==> src/rtl/image_readout_controller_pkg.sv <==
// Shared types and constants for the image readout controller.
// Frame bytes and state encoding are also documented for host software.
package image_readout_controller_pkg;

  localparam int DEF_IMG_W   = 256;
  localparam int DEF_IMG_H   = 256;
  localparam int DEF_ADDR_W  = 16;
  localparam int DEF_MEM_LAT = 2;

  localparam logic [7:0] HDR0_BYTE = 8'h24;
  localparam logic [7:0] HDR1_BYTE = 8'h44;
  localparam logic [7:0] TRL0_BYTE = 8'h24;
  localparam logic [7:0] TRL1_BYTE = 8'h45;

  typedef enum logic [3:0] {
    S_IDLE,
    S_HDR0,
    S_HDR1,
    S_RD,
    S_WAIT,
    S_SENDLO,
    S_SENDHI,
    S_NEXT,
    S_TRL0,
    S_TRL1,
    S_DONE
  } state_t;

  function automatic logic [15:0] clamp16(
    input logic [15:0] v,
    input logic [15:0] lim
  );
    return (v > lim) ? lim : v;
  endfunction

endpackage

==> src/rtl/image_readout_controller_if.sv <==
// Image memory read port and UART TX FIFO write port.
// master = readout controller, slave = memory / FIFO side.
interface image_readout_controller_if #(
  parameter int ADDR_W = 16
);

  logic [ADDR_W-1:0] memAddr;
  logic              memRdEn;
  logic [15:0]       memRdData;
  logic [7:0]        txDataIn;
  logic              txBufferWrite;
  logic              txBufferFull;

  modport master (
    output memAddr,
    output memRdEn,
    input  memRdData,
    output txDataIn,
    output txBufferWrite,
    input  txBufferFull
  );

  modport slave (
    input  memAddr,
    input  memRdEn,
    output memRdData,
    input  txDataIn,
    input  txBufferWrite,
    output txBufferFull
  );

endinterface

==> src/rtl/readout_addr_gen.sv <==
// Window scan counters: x/y position, incremental row base, clamping.
// load latches a new window, step advances one pixel in row-major order.
module readout_addr_gen
  import image_readout_controller_pkg::*;
#(
  parameter int IMG_W  = DEF_IMG_W,
  parameter int IMG_H  = DEF_IMG_H,
  parameter int ADDR_W = DEF_ADDR_W
) (
  input  logic              clk,
  input  logic              resetN,
  input  logic              load_i,
  input  logic              step_i,
  input  logic [15:0]       start_x_i,
  input  logic [15:0]       start_y_i,
  input  logic [15:0]       end_x_i,
  input  logic [15:0]       end_y_i,
  output logic [ADDR_W-1:0] addr_o,
  output logic              empty_o,
  output logic              last_o
);

  // Row base is loaded by shift, so IMG_W is a power of two.
  localparam int          XSH   = $clog2(IMG_W);
  localparam logic [15:0] MAX_X = 16'(IMG_W - 1);
  localparam logic [15:0] MAX_Y = 16'(IMG_H - 1);

  logic [15:0]       sx_q, sx_d;
  logic [15:0]       ex_q, ex_d;
  logic [15:0]       ey_q, ey_d;
  logic [15:0]       x_q, x_d;
  logic [15:0]       y_q, y_d;
  logic [ADDR_W-1:0] row_q, row_d;
  logic              empty_q, empty_d;
  logic [15:0]       ex_c, ey_c;

  assign ex_c = clamp16(end_x_i, MAX_X);
  assign ey_c = clamp16(end_y_i, MAX_Y);

  always_comb begin
    sx_d    = sx_q;
    ex_d    = ex_q;
    ey_d    = ey_q;
    x_d     = x_q;
    y_d     = y_q;
    row_d   = row_q;
    empty_d = empty_q;
    if (load_i) begin
      sx_d    = start_x_i;
      ex_d    = ex_c;
      ey_d    = ey_c;
      x_d     = start_x_i;
      y_d     = start_y_i;
      row_d   = ADDR_W'(start_y_i) << XSH;
      empty_d = (start_x_i > ex_c) || (start_y_i > ey_c);
    end else if (step_i) begin
      if (x_q < ex_q) begin
        x_d = x_q + 16'd1;
      end else begin
        x_d   = sx_q;
        y_d   = y_q + 16'd1;
        row_d = row_q + ADDR_W'(IMG_W);
      end
    end
  end

  always_ff @(posedge clk) begin
    if (!resetN) begin
      sx_q    <= '0;
      ex_q    <= '0;
      ey_q    <= '0;
      x_q     <= '0;
      y_q     <= '0;
      row_q   <= '0;
      empty_q <= 1'b0;
    end else begin
      sx_q    <= sx_d;
      ex_q    <= ex_d;
      ey_q    <= ey_d;
      x_q     <= x_d;
      y_q     <= y_d;
      row_q   <= row_d;
      empty_q <= empty_d;
    end
  end

  assign addr_o  = row_q + ADDR_W'(x_q);
  assign empty_o = empty_q;
  assign last_o  = (x_q >= ex_q) && (y_q >= ey_q);

endmodule

==> src/rtl/image_readout_controller.sv <==
// Scans a pixel window of the image memory, shifts each count,
// and streams a '$D' .. '$E' framed byte stream into the TX FIFO.
module image_readout_controller
  import image_readout_controller_pkg::*;
#(
  parameter int IMG_W       = DEF_IMG_W,
  parameter int IMG_H       = DEF_IMG_H,
  parameter int ADDR_W      = DEF_ADDR_W,
  parameter int MEM_LATENCY = DEF_MEM_LAT
) (
  input  logic                        clk,
  input  logic                        resetN,
  input  logic                        cntrlReadData,
  input  logic [15:0]                 readStartX,
  input  logic [15:0]                 readStartY,
  input  logic [15:0]                 readEndX,
  input  logic [15:0]                 readEndY,
  input  logic [7:0]                  readDivide,
  image_readout_controller_if.master  bus,
  output logic                        readBusy,
  output logic                        readDone
);

  localparam logic [7:0] LAT_LAST = 8'(MEM_LATENCY - 1);

  state_t      state_q, state_d;
  logic [7:0]  cnt_q, cnt_d;
  logic [7:0]  div_q, div_d;
  logic [15:0] pix_q, pix_d;

  logic              load, step;
  logic              empty, last;
  logic [ADDR_W-1:0] addr;
  logic              rd_en, wr_en, done;
  logic [7:0]        tx_byte;

  readout_addr_gen #(
    .IMG_W  (IMG_W),
    .IMG_H  (IMG_H),
    .ADDR_W (ADDR_W)
  ) u_addr (
    .clk       (clk),
    .resetN    (resetN),
    .load_i    (load),
    .step_i    (step),
    .start_x_i (readStartX),
    .start_y_i (readStartY),
    .end_x_i   (readEndX),
    .end_y_i   (readEndY),
    .addr_o    (addr),
    .empty_o   (empty),
    .last_o    (last)
  );

  always_comb begin
    state_d = state_q;
    cnt_d   = cnt_q;
    div_d   = div_q;
    pix_d   = pix_q;
    load    = 1'b0;
    step    = 1'b0;
    rd_en   = 1'b0;
    wr_en   = 1'b0;
    done    = 1'b0;
    tx_byte = 8'h00;
    unique case (state_q)
      S_IDLE: begin
        if (cntrlReadData) begin
          load    = 1'b1;
          div_d   = readDivide;
          state_d = S_HDR0;
        end
      end
      S_HDR0: begin
        if (!bus.txBufferFull) begin
          wr_en   = 1'b1;
          tx_byte = HDR0_BYTE;
          state_d = S_HDR1;
        end
      end
      S_HDR1: begin
        if (!bus.txBufferFull) begin
          wr_en   = 1'b1;
          tx_byte = HDR1_BYTE;
          state_d = empty ? S_TRL0 : S_RD;
        end
      end
      S_RD: begin
        rd_en   = 1'b1;
        cnt_d   = 8'd0;
        state_d = S_WAIT;
      end
      S_WAIT: begin
        if (cnt_q == LAT_LAST) begin
          pix_d   = (div_q >= 8'd16) ? 16'h0000
                                     : (bus.memRdData >> div_q);
          state_d = S_SENDLO;
        end else begin
          cnt_d = cnt_q + 8'd1;
        end
      end
      S_SENDLO: begin
        if (!bus.txBufferFull) begin
          wr_en   = 1'b1;
          tx_byte = pix_q[7:0];
          state_d = S_SENDHI;
        end
      end
      S_SENDHI: begin
        if (!bus.txBufferFull) begin
          wr_en   = 1'b1;
          tx_byte = pix_q[15:8];
          state_d = S_NEXT;
        end
      end
      S_NEXT: begin
        if (last) begin
          state_d = S_TRL0;
        end else begin
          step    = 1'b1;
          state_d = S_RD;
        end
      end
      S_TRL0: begin
        if (!bus.txBufferFull) begin
          wr_en   = 1'b1;
          tx_byte = TRL0_BYTE;
          state_d = S_TRL1;
        end
      end
      S_TRL1: begin
        if (!bus.txBufferFull) begin
          wr_en   = 1'b1;
          tx_byte = TRL1_BYTE;
          state_d = S_DONE;
        end
      end
      S_DONE: begin
        done    = 1'b1;
        state_d = S_IDLE;
      end
      default: state_d = S_IDLE;
    endcase
  end

  always_ff @(posedge clk) begin
    if (!resetN) begin
      state_q <= S_IDLE;
      cnt_q   <= '0;
      div_q   <= '0;
      pix_q   <= '0;
    end else begin
      state_q <= state_d;
      cnt_q   <= cnt_d;
      div_q   <= div_d;
      pix_q   <= pix_d;
    end
  end

  assign bus.memRdEn       = rd_en;
  assign bus.memAddr       = rd_en ? addr : '0;
  assign bus.txBufferWrite = wr_en;
  assign bus.txDataIn      = tx_byte;
  assign readBusy          = (state_q != S_IDLE);
  assign readDone          = done;

endmodule

==> src/flat_wrapper.sv <==
// flat-port wrapper written by rule: the top's interface ports become plain ports
module image_readout_controller_flat import image_readout_controller_pkg::*;
#(
  parameter int IMG_W       = DEF_IMG_W,
  parameter int IMG_H       = DEF_IMG_H,
  parameter int ADDR_W      = DEF_ADDR_W,
  parameter int MEM_LATENCY = DEF_MEM_LAT
)
  (clk, resetN, cntrlReadData, readStartX, readStartY, readEndX, readEndY, readDivide, readBusy, readDone, bus_memAddr, bus_memRdEn, bus_memRdData, bus_txDataIn, bus_txBufferWrite, bus_txBufferFull);
  image_readout_controller_if #(.ADDR_W(ADDR_W)) bus_i ();
  input  logic clk;
  input  logic resetN;
  input  logic cntrlReadData;
  input  logic [15:0] readStartX;
  input  logic [15:0] readStartY;
  input  logic [15:0] readEndX;
  input  logic [15:0] readEndY;
  input  logic [7:0] readDivide;
  output logic readBusy;
  output logic readDone;
  output wire logic [$bits(bus_i.memAddr)-1:0] bus_memAddr;
  output wire logic [$bits(bus_i.memRdEn)-1:0] bus_memRdEn;
  input wire logic [$bits(bus_i.memRdData)-1:0] bus_memRdData;
  output wire logic [$bits(bus_i.txDataIn)-1:0] bus_txDataIn;
  output wire logic [$bits(bus_i.txBufferWrite)-1:0] bus_txBufferWrite;
  input wire logic [$bits(bus_i.txBufferFull)-1:0] bus_txBufferFull;
  assign bus_memAddr = bus_i.memAddr;
  assign bus_memRdEn = bus_i.memRdEn;
  assign bus_i.memRdData = bus_memRdData;
  assign bus_txDataIn = bus_i.txDataIn;
  assign bus_txBufferWrite = bus_i.txBufferWrite;
  assign bus_i.txBufferFull = bus_txBufferFull;
  image_readout_controller #(.IMG_W(IMG_W), .IMG_H(IMG_H), .ADDR_W(ADDR_W), .MEM_LATENCY(MEM_LATENCY)) u_core (.clk(clk), .resetN(resetN), .cntrlReadData(cntrlReadData), .readStartX(readStartX), .readStartY(readStartY), .readEndX(readEndX), .readEndY(readEndY), .readDivide(readDivide), .bus(bus_i), .readBusy(readBusy), .readDone(readDone));
endmodule
==> config.mk <==
export PLATFORM = sky130hd
export DESIGN_NAME = image_readout_controller_flat
export DESIGN_NICKNAME = d
export VERILOG_FILES = /design/src/rtl/image_readout_controller_pkg.sv /design/src/rtl/image_readout_controller_if.sv /design/src/rtl/readout_addr_gen.sv /design/src/rtl/image_readout_controller.sv /design/src/flat_wrapper.sv
export SDC_FILE = /design/constraint.sdc
export NUM_CORES = 1
export LEC_CHECK = 0
export CORE_MARGIN = 2
export CORE_UTILIZATION = 55
export CTS_BUF_LIST = sky130_fd_sc_hd__clkbuf_8
export DETAILED_ROUTE_END_ITERATION = 6
export PLACE_DENSITY = 0.82
export SYNTH_ARGS = -nofsm -noshare
export SYNTH_HDL_FRONTEND = slang
export SYNTH_HIERARCHICAL = 1
export SYNTH_SLANG_ARGS = --single-unit
==> constraint.sdc <==
create_clock -name clk -period 11 [get_ports clk]
set_input_delay 2.2 -clock clk [delete_from_list [all_inputs] [get_ports clk]]
set_output_delay 2.2 -clock clk [all_outputs]
set_load 0.02 [all_outputs]
Word level (Yosys, flattened, before mapping)

Cells that the tools add are included.

Register bits after elaboration: 133
Input port bits: 92
Output and inout bits: 28
Word-level logic and storage cells: 104

Add/subtract/negate cells: 5
Magnitude comparators: 8
Equal/unequal tests: 21
Shift-type cells: 1
Mux-type cells: 40
Bitwise logic cells: 2
Reductions and logical operators: 15

Operators with widths:

| operator              | number |
|---|---|
| $mux 16               | 13 |
| $mux 4                | 10 |
| $pmux 4 s10           | 1 |
| $pmux 8 s5            | 1 |
| $add 16x1->16 const B | 2 |
| $ge 16x16->1          | 2 |
| $gt 16x16->1          | 2 |
| $gt 16x8->1 const B   | 2 |
| $mux 8                | 3 |
| $add 16x16->16        | 1 |
| $add 16x9->16 const B | 1 |
| $eq 4x3->1 const B    | 4 |
| $lt 16x16->1          | 1 |
| $ne 2x2->1 const B    | 8 |
| $pmux 8 s2            | 1 |
| $shr 16x8->16         | 1 |
| $mux 7                | 2 |
| $eq 4x4->1 const B    | 3 |
| $reduce_and 2->1      | 5 |
| $add 8x1->8 const B   | 1 |
| $eq 4x2->1 const B    | 2 |
| $eq 8x1->1 const B    | 1 |
| $ge 8x5->1 const B    | 1 |
| $mux 1                | 8 |
| other kinds (12)      | 16 |

Depth between registers and ports, before layout

Word-level depth: 6
Depth in mapped cells: 16
Gate-level depth less buffers: 15

Modules after synthesis

The synthesis kept the hierarchy.

Modules (own cells, without submodules):

| module                   | times used | cells each | area each (um^2) | seq. area each (um^2) |
|---|---|---|---|---|
| readout_addr_gen         | 1          | 708        | 5785.5           | 1781.7 |
| image_readout_controller | 1          | 298        | 2641.3           | 720.7 |

Worst setup path before layout

Ideal clock, no wire load.

Path type: in2out
From: in bus_txBufferFull
To: out bus_txDataIn[5]
Arrival time: 3.169 ns
Data required time: 8.800 ns
Setup slack: 5.631 ns
Stages: 2
Path buffers: 0
Path through: nor2_1 a21boi_0

Longest elaborated chain between the ends: 2
Elaborated cells on any way between the ends: 4
Classes of those cells: mux: 4

Ends and longest elaborated chain:

| item                           | RTL line                                                        | text |
|---|---|---|
| from (decl)                    | flat_wrapper.sv:26                                              | `input wire logic [$bits(bus_i.txBufferFull)-1:0] bus_txBufferFull;` |
| $mux 6 (tied with other cells) | image_readout_controller.sv:75, image_readout_controller.sv:125 |  |
| $pmux 8 s5 *                   | image_readout_controller.sv:66                                  | `unique case (state_q)` |
| to (decl)                      | flat_wrapper.sv:24                                              | `output wire logic [$bits(bus_i.txDataIn)-1:0] bus_txDataIn;` |

Mark *: on every way between the ends. The rest lies on a longest branch, timed or not.

Final worst setup path

Ends and elaborated chain as after synthesis.

==> out/metrics.sh <==
STATUS='complete, no violations'
R2R_CELLS=13
SYNTH_SEQUENTIAL_AREA_RATIO=0.2970
CTS-HOLD-FIX-BUFFERS=0
SETUP_VIOLATIONS=0
FINISH.NET_COUNT=1271
DETAIL_ROUTE.ITER0.VIOLATIONS=803
SYNTH_EDF_COUNT=0
POWER.LEAKAGE_nW=3.802
AREA_GROWTH_SYN_TO_LAYOUT_PCT=19.32
TIMING.CRITICAL_PATH.TO_TYPE='output port'
TOTALWIRELENGTH_UM=21230
GRT_START_MAX_NET_PINS=72
CTS.REPORTEDPATHS.CLKPINSLEW_NS=0.07
FP.DIEH_UM=127.8
MET1_USE_GR=0.3516
DIEAREA_SQ_UM=16330
INITIAL_UTILIZATION=0.5585
REQUIRED_NS=8.80
YOSYS_REGISTER_BITS=125
HOLD_PATH.CLASS='register to register'
CRITPATHMAXFANOUT=5
DP.CELLS=1271
TIMING.FINAL.MAX_SLEW_VIOLATIONS=0
CLK_ROOT_BUFFER_CELL='sky130_fd_sc_hd__clkbuf_8'
GRT_UTIL_MET3=0.05134
ANTENNA_FOUND_INITIAL=0
MAXCLOCKFREQUENCY_GHz=0.1682
CTS-RESIZED-GATES=0
FINALCLOCKSKEW_NS=0.009854
ROUTED_VIA_DENSITY=6.025
DP.FINAL_HPWL_UM=15430
WORST-PATH-STAGES=4
CORE_REGION_AREA_SQ_UM=15090
SYNTH.AVG_CELL_AREA_SQ_UM=8.377
SYNTH_TOP_CELLS_BY_AREA='sky130_fd_sc_hd__dfxtp_1 (30%), sky130_fd_sc_hd__ha_1 (11%), sky130_fd_sc_hd__nor2_1 (5.1%)'
CRITPATHARRIVALTIME_NS=3.75
COUNT_OF_FINAL_HOLD_CHECK_VIOLATIONS=0
BUFFERING_STAGE_COUNT_ON_THE_WORST_PATH_WITH_INVERTERS_INCLUDED=2
CLKLATENCYLATEPIN_NS=0.45
YOSYS_TOP_CELL_AREA_SHARE=0.2970
N_DIODES=0
GRT.OVERFLOW.TOTAL=0
SETUP_TNS_NS=0
POST-ROUTE-CELL-AREA_SQ_UM=10050
CRITICAL_PATH.MAX_STAGE_DELAY_NS=0.64
SYNTH_AREA_SQ_UM=8427
ROW_COUNT=45
PORT_BUFFERS=119
POWER_mW=1.984
VDD_IR_DROP_MAX_V=0.0001363
DRIVE_GT1_FRAC=0.06457
ROUTE.DETAILED.WL_PER_INST_UM=16.29
DIE-WIDTH_UM=127.8
HOLD_DEPTH=2
DRTPASS1ITERATIONS=5
POSTPLACECELLAREA_SQ_UM=9684
CRIT_CHAIN='clkdlybuf4s50_1, nor2_1, a21boi_0, clkdlybuf4s50_1'
WORST_SETUP_SLACK_FINAL_NS=5.055
YOSYS.AREA.TOP_TYPE='sky130_fd_sc_hd__dfxtp_1'
BUFFERS_INSERTED_DURING_POST_CTS_SETUP_OPTIMIZATION=0
YOSYS.CELL_COUNT.TOP_TYPE='sky130_fd_sc_hd__dfxtp_1'
PERIOD_SHARE=0.5405
BUSIEST_LAYER='met2'
CLOCK_TREE_FROM_TRITONCTS='done'
SETUP.WORST_PATH.START_CLASS='input port'
GRT_USE_MET2=0.4045
VIAS=7850
YOSYS_WARNINGS=6
FINAL_PERIOD_MINUS_WORST_SETUP_SLACK_NS=5.945
LAYOUT.CELLS.NON_FILLER=1303
GPL.FINAL_WEIGHTED_CONGESTION=0.8889
CLOCKBUFFERDEPTH=2
CTSHTREEMAXLEVEL=4
CRITICAL_PATH_CLASS='input port to output port'
FIRST_GLOBAL_VIAS=7138
CTS.SINK_COUNT=125
SLEW_HEADROOM=0.2950
IO_PINS=120
RSZ0062_AT_GRT='no'
GLOBAL_ROUTE_WIRE_LENGTH_BEFORE_REPAIR_UM=34140
MAIN_FLOP_TYPE_AFTER_SYNTHESIS='sky130_fd_sc_hd__dfxtp_1'
DELAY_HEAVIEST_FAMILY_CP='buffers and inverters'
YS_ASYNC_SR_FRACTION=0
NUMBER_OF_BUFFERS_CREATED_BY_CTS=17
DRC=0
POWER_DENSITY_nW_PER_UM2=197.4
MAX-CAP-VIOLATIONS=0
NETLIST-CELL-TYPE-COUNT=74
PIN_SLEW_WITH_THE_LEAST_HEADROOM_TO_ITS_LIMIT_NS=1.058
YOSYS-TOP-CELLS-COUNT='sky130_fd_sc_hd__dfxtp_1 (125), sky130_fd_sc_hd__nor2_1 (114), sky130_fd_sc_hd__ha_1 (76), sky130_fd_sc_hd__inv_1 (57), sky130_fd_sc_hd__a21oi_1 (56)'
POST_SYNTH_INST_COUNT=1006
CRITICAL_PATH.SLOWEST_CELL='sky130_fd_sc_hd__clkdlybuf4s50_1'
ANT_NETS=0
PRE_CTS_SLACK_NS=5.067
GLOBALROUTETOTALUTIL=0.2595
CRITICAL-PATH-TOP-CELL-BY-COUNT='sky130_fd_sc_hd__clkdlybuf4s50_1'
[metrics by stage]
step | hold slack (ns) | utilization
after floorplan | 0.4262 | -
after global placement | 0.4355 | 0.6418
after detailed placement | 0.4414 | 0.6418
after CTS | 0.4518 | 0.6663
after global routing | 0.4723 | 0.6663
final | 0.4471 | 0.6663
[layer usage]
layer / vias to the layer above / routed length [um]
met3: 38 / 1318
met5: - / 0
met4: 0 / 500
met2: 261 / 9886
met1: 3695 / 9525
li1: 3856 / -
[power breakdown]
part	total [mW]	internal, mW	switching (mW)	leakage [nW]
registers	0.694	0.548	0.146	1.02
clock network	0.374	0.193	0.182	0.186
logic	0.916	0.391	0.526	2.59
total	1.98	1.13	0.853	3.80
[flip-flops by register name, summed over array words and instances (netlist names)]
register and count:
u_core/cnt_q 8, u_core/u_addr/empty_o 1, u_core/pix_q 16, u_core/u_addr/row_q 8
u_core/state_q 4, u_core/u_addr/ey_q 16, u_core/div_q 8, u_core/u_addr/sx_q 16
u_core/u_addr/ex_q 16, u_core/u_addr/x_q 16, u_core/u_addr/y_q 16
[layout by cell type, fill, tap and decap left out, drive strengths merged, types with 21 or more instances in the layout]
cell,instances
nor3,28
a21oi,56
mux2i,38
inv,56
nand3,41
and2,22
a31oi,22
clkdlybuf4s50,119
xnor2,21
o21ai,48
a211oi,25
ha,76
nand2,39
dfxtp,125
nand4,29
nor2,114
[worst reg2reg max path, stage by stage (launching register included)]
cell and delay (ns):
sky130_fd_sc_hd__dfxtp_1 0.58, sky130_fd_sc_hd__ha_1 0.33, sky130_fd_sc_hd__nand4_1 0.14, sky130_fd_sc_hd__or4_1 0.16
sky130_fd_sc_hd__a21o_1 0.43, sky130_fd_sc_hd__nand3_1 0.68, sky130_fd_sc_hd__nor2_1 0.42, sky130_fd_sc_hd__a21oi_1 0.14
sky130_fd_sc_hd__nor3_2 0.19, sky130_fd_sc_hd__buf_4 0.34, sky130_fd_sc_hd__clkinv_1 0.42, sky130_fd_sc_hd__a31oi_2 0.67
sky130_fd_sc_hd__nand4_1 0.18, sky130_fd_sc_hd__a221oi_1 0.28
[final cells by class]
| type | count | area, sq um |
|---|---|---|
| inverter | 58 | 219.0 |
| multi-input combinational | 773 | 5477 |
| clock inverter | 12 | 95.09 |
| tap | 188 | 235.2 |
| clock buffer | 20 | 275.3 |
| sequential | 125 | 2502 |
| timing repair buffer | 127 | 1251 |
| fill | 1242 | 5035 |
[logic make-up after synthesis]
family,after synthesis,synth area share
buf+inv,123,0.06221
flops,125,0.2970
compound gates,243,0.1886
simple gates,346,0.2134
mux,57,0.08790
fa+ha+maj,77,0.1152
other cells,1,0.0004450
xor+xnor,34,0.03534
[final timing paths]
check	from	endpoint	slack [ns]
setup / recovery	bus_txBufferFull	bus_txDataIn[5]	5.05
hold / removal	u_core/u_addr/ey_q[14]$_SDFFE_PN0P_	u_core/u_addr/ey_q[14]$_SDFFE_PN0P_	0.45
setup reg to reg	u_core/u_addr/x_q[10]$_SDFFE_PN0P_	u_core/u_addr/y_q[12]$_SDFFE_PN0P_	5.96
hold reg to reg	u_core/u_addr/ey_q[14]$_SDFFE_PN0P_	u_core/u_addr/ey_q[14]$_SDFFE_PN0P_	0.45
(Power assumes the default switching activity.)
